File: config.mk
export PLATFORM = sky130hd
export DESIGN_NAME = notch_out_energy_meter
export DESIGN_NICKNAME = d
export VERILOG_FILES = /design/src/rtl/notch_meter_pkg.sv /design/src/rtl/sq_accum.sv /design/src/rtl/notch_out_energy_meter.sv
export SDC_FILE = /design/constraint.sdc
export NUM_CORES = 1
export LEC_CHECK = 0
export BUFFER_PORTS_ARGS = -buffer_cell sky130_fd_sc_hd__buf_2
export CORE_UTILIZATION = 55
export CTS_CLUSTER_SIZE = 40
export DETAILED_ROUTE_END_ITERATION = 6
export GPL_ROUTABILITY_DRIVEN = 0
export GPL_TIMING_DRIVEN = 0
export PLACE_DENSITY_LB_ADDON = 0.2
export SLEW_MARGIN = 20
export SYNTH_ARGS = -nofsm -noshare
export SYNTH_HDL_FRONTEND = slang
export SYNTH_SLANG_ARGS = --single-unit
File: constraint.sdc
create_clock -name clk -period 2.9 [get_ports clk]
set_clock_uncertainty 0.05 [all_clocks]
set_input_delay 0.435 -clock clk [delete_from_list [all_inputs] [get_ports clk]]
set_output_delay 0.435 -clock clk [all_outputs]
set_load 0.01 [all_outputs]
File: src/rtl/notch_meter_pkg.sv
// notch_meter_pkg: shared state encoding, default sizes and accumulator width helper
// for the notch-output energy meter.
package notch_meter_pkg;

    localparam int DATA_W_DEF   = 16;
    localparam int WIN_LOG2_DEF = 10;

    typedef enum logic [1:0] {
        IDLE  = 2'd0,
        ACCUM = 2'd1,
        DRAIN = 2'd2,
        DONE  = 2'd3
    } state_t;

    // Square accumulator must hold 2**w full-scale squares without wrapping.
    function automatic int ACC_W_F(input int d, input int w);
        return 2 * d + w;
    endfunction

endpackage

File: src/rtl/sq_accum.sv
// sq_accum: registered squarer feeding square and sum accumulators; the sum path is
// delayed one stage so both totals settle on the same edge.
module sq_accum
    import notch_meter_pkg::*;
#(
    parameter int DATA_W   = DATA_W_DEF,
    parameter int WIN_LOG2 = WIN_LOG2_DEF,
    parameter int ACC_W    = ACC_W_F(DATA_W, WIN_LOG2)
) (
    input  logic                clk,
    input  logic                rst_n,
    input  logic                clr,
    input  logic                en,
    input  logic [DATA_W-1:0]   x,
    output logic [2*DATA_W-1:0] energy,
    output logic [DATA_W-1:0]   mean
);

    logic signed [2*DATA_W-1:0]        x_ext;
    logic signed [2*DATA_W-1:0]        prod;
    logic        [2*DATA_W-1:0]        sq;
    logic        [DATA_W-1:0]          x_d;
    logic                              v_d;
    logic        [ACC_W-1:0]           acc;
    logic        [DATA_W+WIN_LOG2-1:0] sum;

    // (-2**(DATA_W-1))**2 = 2**(2*DATA_W-2) still fits in 2*DATA_W bits
    assign x_ext  = $signed({{DATA_W{x[DATA_W-1]}}, x});
    assign prod   = x_ext * x_ext;
    assign energy = acc[ACC_W-1:WIN_LOG2];
    assign mean   = sum[DATA_W+WIN_LOG2-1:WIN_LOG2];

    always_ff @(posedge clk or negedge rst_n) begin
        if (!rst_n) begin
            sq  <= '0;
            x_d <= '0;
            v_d <= 1'b0;
            acc <= '0;
            sum <= '0;
        end else if (clr) begin
            sq  <= '0;
            x_d <= '0;
            v_d <= 1'b0;
            acc <= '0;
            sum <= '0;
        end else begin
            v_d <= en;
            if (en) begin
                sq  <= prod;
                x_d <= x;
            end
            if (v_d) begin
                acc <= acc + {{(ACC_W-2*DATA_W){1'b0}}, sq};
                sum <= sum + {{WIN_LOG2{x_d[DATA_W-1]}}, x_d};
            end
        end
    end

endmodule

File: src/rtl/notch_out_energy_meter.sv
// notch_out_energy_meter: collects 2**WIN_LOG2 signed samples, reports mean square and mean.
// Define NOTCH_METER_PEAK_EN to add the m_peak output (max |x| over the window).
module notch_out_energy_meter
    import notch_meter_pkg::*;
#(
    parameter int DATA_W   = DATA_W_DEF,
    parameter int WIN_LOG2 = WIN_LOG2_DEF
) (
    input  logic                clk,
    input  logic                rst_n,
    input  logic                start,
    input  logic                s_valid,
    output logic                s_ready,
    input  logic [DATA_W-1:0]   s_data,
    output logic                m_valid,
    input  logic                m_ready,
    output logic [2*DATA_W-1:0] m_energy,
    output logic [DATA_W-1:0]   m_mean,
    output logic                busy
`ifdef NOTCH_METER_PEAK_EN
    ,
    output logic [DATA_W-1:0]   m_peak
`endif
);

    localparam int ACC_W = ACC_W_F(DATA_W, WIN_LOG2);

    state_t                state;
    logic [WIN_LOG2-1:0]   cnt;
    logic                  xfer;
    logic                  clr;
    logic [2*DATA_W-1:0]   energy;
    logic [DATA_W-1:0]     mean;

    assign s_ready = (state == ACCUM);
    assign busy    = (state != IDLE);
    assign xfer    = s_valid && s_ready;
    assign clr     = (state == IDLE) && start;

    sq_accum #(
        .DATA_W   (DATA_W),
        .WIN_LOG2 (WIN_LOG2),
        .ACC_W    (ACC_W)
    ) u_sq_accum (
        .clk    (clk),
        .rst_n  (rst_n),
        .clr    (clr),
        .en     (xfer),
        .x      (s_data),
        .energy (energy),
        .mean   (mean)
    );

    always_ff @(posedge clk or negedge rst_n) begin
        if (!rst_n) begin
            state    <= IDLE;
            cnt      <= '0;
            m_valid  <= 1'b0;
            m_energy <= '0;
            m_mean   <= '0;
        end else begin
            case (state)
                IDLE: begin
                    if (start) begin
                        state <= ACCUM;
                        cnt   <= '0;
                    end
                end
                ACCUM: begin
                    if (xfer) begin
                        cnt <= cnt + WIN_LOG2'(1);
                        if (&cnt) state <= DRAIN;
                    end
                end
                DRAIN: state <= DONE;
                DONE: begin
                    // first DONE cycle latches the settled totals, later cycles wait for m_ready
                    if (!m_valid) begin
                        m_valid  <= 1'b1;
                        m_energy <= energy;
                        m_mean   <= mean;
                    end else if (m_ready) begin
                        m_valid <= 1'b0;
                        state   <= IDLE;
                    end
                end
                default: state <= IDLE;
            endcase
        end
    end

`ifdef NOTCH_METER_PEAK_EN
    logic [DATA_W-1:0] x_abs;
    logic [DATA_W-1:0] peak;

    assign x_abs = s_data[DATA_W-1] ? (~s_data + DATA_W'(1)) : s_data;

    always_ff @(posedge clk or negedge rst_n) begin
        if (!rst_n) begin
            peak   <= '0;
            m_peak <= '0;
        end else begin
            if (clr) peak <= '0;
            else if (xfer && x_abs > peak) peak <= x_abs;
            if (state == DONE && !m_valid) m_peak <= peak;
        end
    end
`endif

endmodule

Word-level counts from Yosys, hierarchy flattened
Cells that the tools add are included.

storage, ports and cells
  register bits after elaboration = 178
  bits of input ports = 21
  output and inout bits = 51
  word-level logic and storage cells = 54

cells by class
  add/subtract/negate cells = 3
  multipliers = 1
  equality and inequality tests = 8
  muxes and demuxes = 20
  bitwise logic cells = 1
  reductions and logical operators = 11

operators by type and width
  cell                                                                     count
  42-bit 2-to-1 mux                                                        2
  32-bit 2-to-1 mux                                                        2
  26-bit 2-to-1 mux                                                        2
  42-bit by 32-bit adder with 42-bit output                                1
  16-bit by 16-bit multiplier with 32-bit output                           1
  16-bit 2-to-1 mux                                                        2
  26-bit adder                                                             1
  10-bit 2-to-1 mux                                                        2
  10-bit one-hot mux with 2 select lines                                   1
  10-bit by 1-bit adder with 10-bit output, second input constant          1
  2-bit 2-to-1 mux                                                         5
  10-bit AND reduction                                                     1
  2-bit one-hot mux with 4 select lines                                    1
  2-bit nonzero test                                                       4
  2-bit inequality test, second input constant                             3
  5-bit AND reduction                                                      1
  2-bit == test, second input constant                                     2
  2-bit by 1-bit inequality test with 1-bit output, second input constant  2
  1-bit 2-to-1 mux                                                         3
  3-bit AND reduction                                                      1
  2-bit by 1-bit == test with 1-bit output, second input constant          1
  1-bit logical AND                                                        2
  2-bit logical NOT                                                        1
  2-bit AND reduction                                                      1
  1-bit inverter                                                           1

Logic depth before layout (Yosys ltp)
  depth after elaboration = 4
  gate-level depth with buffers = 25
  gate-level depth less buffers = 24

Modules after synthesis
From an unflattened synthesis, not the netlist that was laid out.

second synthesis, totals
  cell total of the unflattened synthesis = 2001
  area total of the unflattened synthesis = 19342.3 um2

by module, submodules not included
  module                  times used  cells each  area an instance (um2)  sequential area each (um2)
  sq_accum                1           1817        16776.1                 2877.8
  notch_out_energy_meter  1           184         2566.2                  1526.5

Worst setup path before layout
OpenSTA, ideal clock, no wires.

  path kind = in2reg
  start = in s_data[6]
  end = reg u_sq_accum.sq[29]
  arrival time = 6.209 ns
  required time = 2.728 ns
  slack = -3.481 ns
  cell stages on the path = 23
  buffers on the path = 3
  cells stage by stage = clkbuf_1 clkbuf_1 nand2_1 inv_1 ha_1 a31o_2 fa_1 fa_1 fa_1 fa_1 inv_1 fa_1 inv_1 ha_1 clkbuf_1 a21o_1 a31o_2 a221oi_1 o22ai_1 o21ai_1 a21oi_1 or3_1 a32o_1

on the way
  word-level cells in the longest chain between the ends = 3

RTL lines
  element                                         RTL line                      source
  start: declaration                              notch_out_energy_meter.sv:14  input logic [DATA_W-1:0] s_data,
  16-bit by 16-bit multiplier with 32-bit output  sq_accum.sv:29                assign prod = x_ext * x_ext;
  32-bit 2-to-1 mux                               sq_accum.sv:48                if (en) begin
  32-bit 2-to-1 mux                               sq_accum.sv:40                end else if (clr) begin
  end signal: assignment                          sq_accum.sv:49                sq <= prod;
  end: declaration                                sq_accum.sv:21                logic [2*DATA_W-1:0] sq;

Every way passes these cells. The select of a mux whose other input is x is not followed.
A chain may end at the register's enable or synchronous reset.

Final worst setup path
  start = in s_data[4]
  end = reg u_sq_accum.sq[29]

The elaborated chain is that of the path after synthesis.

==> results.md <==
- Status: finished with violations
- Failing checks: negative setup slack
- Starting density of the core: 0.558
- DP Wirelength: 36500 µm
- Unrepaired setup endpoints after global routing: true
- WP data required: around 3.2 ns
- Sequential fraction of the synthesis area: 0.236
- Max Fclk: 173 MHz
- Drt pass-1 iters: 5
- Layout cells sized above 1: 0.261
- Ys Warns: 0
- Area grow syn2layout: 24.6%
- 1st-iter DRT viols: 849
- Pin count of the biggest net entering global routing: 69
- CTS Buffer Depth: 2
- CP Capture Type: flop
- Worst slew pin tran: 0.937 ns
- Core ar.: 33400 µm²
- Top_reg_cell synth: dfrtp_1
- Die Ht: 186 µm
- Die Footprint: 34700 µm²
- CTS root buf: clkbuf_16
- Setup violations, final: 31
- IO Count: 72
- Max FO, Critical Path: 5
- Area of the multi-input gates: 14100 µm²
- Post-route ant nets: 0
- Min-delay worst type: input pin to flop
- DRC: 0
- Skew-Pair Late Insertion Delay: 0.44 ns
- Htree depth: 4
- Total track usage: 0.289
- Vias in the first global route: 15.3k
- Die W: 186 µm
- Mean Syn Cell Area: 9.72 µm²
- First-pass GRT wire length: about 77000 µm
- CTS tree: built
- Fill cells: roughly 2.4k
- Max incr delay on CP: 0.56 ns
- Drt wl/cell: 19.2 µm
- Cell mode on critical path: fa_1
- Critical path startpoint category: input pin
- IO buf count: 69
- Synth Instances: 1920
- Grt ovf: 0
- Syn Nets: between 2k and 2.5k
- Fin nets: ~2.5k
- Register area: 4410 µm²
- CP max stage cell: fa_1
- Post-Syn Area: 18700 µm²
- Cell row count: 67
- Fin. Hold Viols: 0
- Period minus WS final: 5.78 ns
- Max_slew headroom: 0.375
- Clk pin slew, worst setup/hold paths: 0.07 ns
- Total CTS buffers: 17
- Total negative setup slack: -61.08 ns
- Ys async rst share: 1.00
- Crit path DAT: slightly above 6 ns
- Period utilisation layout: 1.99
- Crit-path cells: buf_12 -> clkbuf_16 -> and2_4 -> fa_1 -> inv_1 -> fa_1 -> fa_1 -> inv_1 -> fa_1 -> fa_1 -> inv_2 -> fa_1 -> inv_2 -> ha_4 -> a21oi_4 -> nand3b_1 -> buf_4 -> o31ai_4 -> o22ai_2 -> o21ai_2 -> a21oi_2 -> or3_1 -> a32o_1
- Initial antenna violation count: 1
- Drt via density: about 5.7
- EDFF count, synth: 0
- CTS sink count: 176
- Yosys cell types: 73
- Max cap viols: 0
- Max-slew violation count: 0
- Synth Register Bits: ~180
- Setup CP Type: input pin to flop
- Final worst slack: -2.88 ns
- Via count: between 10k and 15k
- Detailed Route WL: 49700 µm
[flip-flops by register name, summed over array words and instances, names as in the netlist]
signal	count
u_sq_accum.acc	42
m_energy	32
u_sq_accum.sq	30
u_sq_accum.sum	26
m_mean	16
u_sq_accum.x_d	16
cnt	10
state	2
m_valid	1
u_sq_accum.v_d	1
[cell type report]
type | count | share of cell area
antenna | 1 | 0.000108
buffer | 57 | 0.0258
clock buffer | 18 | 0.0189
clock inverter | 13 | 0.00646
inverter | 349 | 0.0572
multi-input combinational | 1331 | 0.608
sequential | 176 | 0.190
tap | 448 | 0.0241
timing repair buffer | 190 | 0.0703
[through the flow]
step                      cell area [µm²]   util  hold WS [ns]  setup slack [ns]  cells
final                               23300  0.695         0.237             -2.88   2583
after floorplan                     19300      -        0.0894             -3.02   1920
after detailed placement            20300  0.606         0.309             -3.85   2439
after global routing                23300  0.695         0.231             -3.00   2582
after CTS                           22300  0.666         0.221             -2.86   2548
after global placement              20200  0.604         0.413             -3.84   2437
[logic make-up after synthesis]
logic type               after synthesis  synth area share
AO/OA/AOI/OAI                        348             0.130
XOR/XNOR                              91            0.0427
adder cells (fa/ha/maj)              390             0.356
buffers and inverters                413            0.0831
flip-flops                           176             0.236
multiplexers                          80            0.0460
AND/OR/NAND/NOR                      422             0.106
[repair_timing]
item                                    4_1_cts  5_1_grt
cloned                                        3        0
setup buffers                                80       35
pin swaps                                    77       89
resized for setup                           169      141
hold endpoints to repair                     48        0
hold buffers                                  1        0
endpoints found under the setup margin       82       73
[cells in the mapped netlist, types with 11 or more instances]
master / instances / area share
a211oi_1: 17 / 0.0068
a21o_1: 38 / 0.015
a21oi_1: 91 / 0.024
a22o_1: 37 / 0.017
a31o_2: 11 / 0.0052
and2_1: 35 / 0.012
and3_1: 15 / 0.0050
clkbuf_1: 55 / 0.011
dfrtp_1: 176 / 0.24
fa_1: 236 / 0.25
ha_1: 154 / 0.10
inv_1: 348 / 0.070
mux2_2: 47 / 0.028
mux2i_1: 33 / 0.018
nand2_1: 133 / 0.027
nand2b_1: 16 / 0.0054
nand3_1: 23 / 0.0062
nand4_1: 14 / 0.0047
nor2_1: 128 / 0.026
nor2b_1: 14 / 0.0047
nor3_1: 12 / 0.0032
o21a_1: 16 / 0.0064
o21ai_0: 44 / 0.012
or3_1: 13 / 0.0044
xnor2_1: 61 / 0.029
xor2_1: 30 / 0.014
[per-layer routing]
metal	GRT usage	part of all wire	vias to the layer above
li1	-	-	6709
met1	0.362	0.41	7347
met2	0.514	0.51	530
met3	0.0380	0.055	108
met4	0.0987	0.033	0
met5	0	0	-
[worst max-delay path: cells and delay by family]
family / cells / cell delay [ns]
buffers and inverters: 7 / 0.65
adders and majority gates: 7 / 3.25
AOI/OAI and AO/OA: 6 / 1.12
and+or+nand+nor: 3 / 0.61
[layout by cell type (no fill, tap or decap), types with 14 or more instances in the layout]
cell type | synthesis | layout
a21o_1 | 38 | 38
a21oi_1 | 91 | 63
a21oi_2 | 2 | 21
a22o_1 | 37 | 37
and2_1 | 35 | 25
and3_1 | 15 | 14
buf_12 | 0 | 16
buf_2 | 1 | 57
buf_4 | 0 | 93
buf_6 | 0 | 19
clkbuf_1 | 55 | 22
clkbuf_16 | 0 | 31
dfrtp_1 | 176 | 175
fa_1 | 236 | 218
fa_2 | 0 | 18
ha_1 | 154 | 97
ha_4 | 0 | 44
inv_1 | 348 | 318
inv_2 | 0 | 24
mux2_2 | 47 | 47
mux2i_1 | 33 | 33
nand2_1 | 133 | 113
nand3_1 | 23 | 21
nand4_1 | 14 | 14
nor2_1 | 128 | 117
o21a_1 | 16 | 16
o21ai_0 | 44 | 32
xnor2_1 | 61 | 55
xor2_1 | 30 | 29
[path summary, 6_finish.rpt]
path | startpoint | to | slack [ns] | depth (start not counted)
min in group asynchronous | rst_n | u_sq_accum.sum[22] | 0.43 | 2
setup reg to reg | u_sq_accum.x_d[0] | u_sq_accum.acc[32] | -0.07 | 12
setup / recovery | s_data[4] | u_sq_accum.sq[29] | -2.88 | 23
hold / removal | s_data[5] | u_sq_accum.x_d[5] | 0.24 | 2
max in group asynchronous | rst_n | u_sq_accum.sq[9] | 1.39 | 4
hold reg to reg | m_energy[31] | m_energy[31] | 0.43 | 2
Power is not shown: default switching activity piles up to over one toggle a cycle in this logic, so the estimate is an artifact.
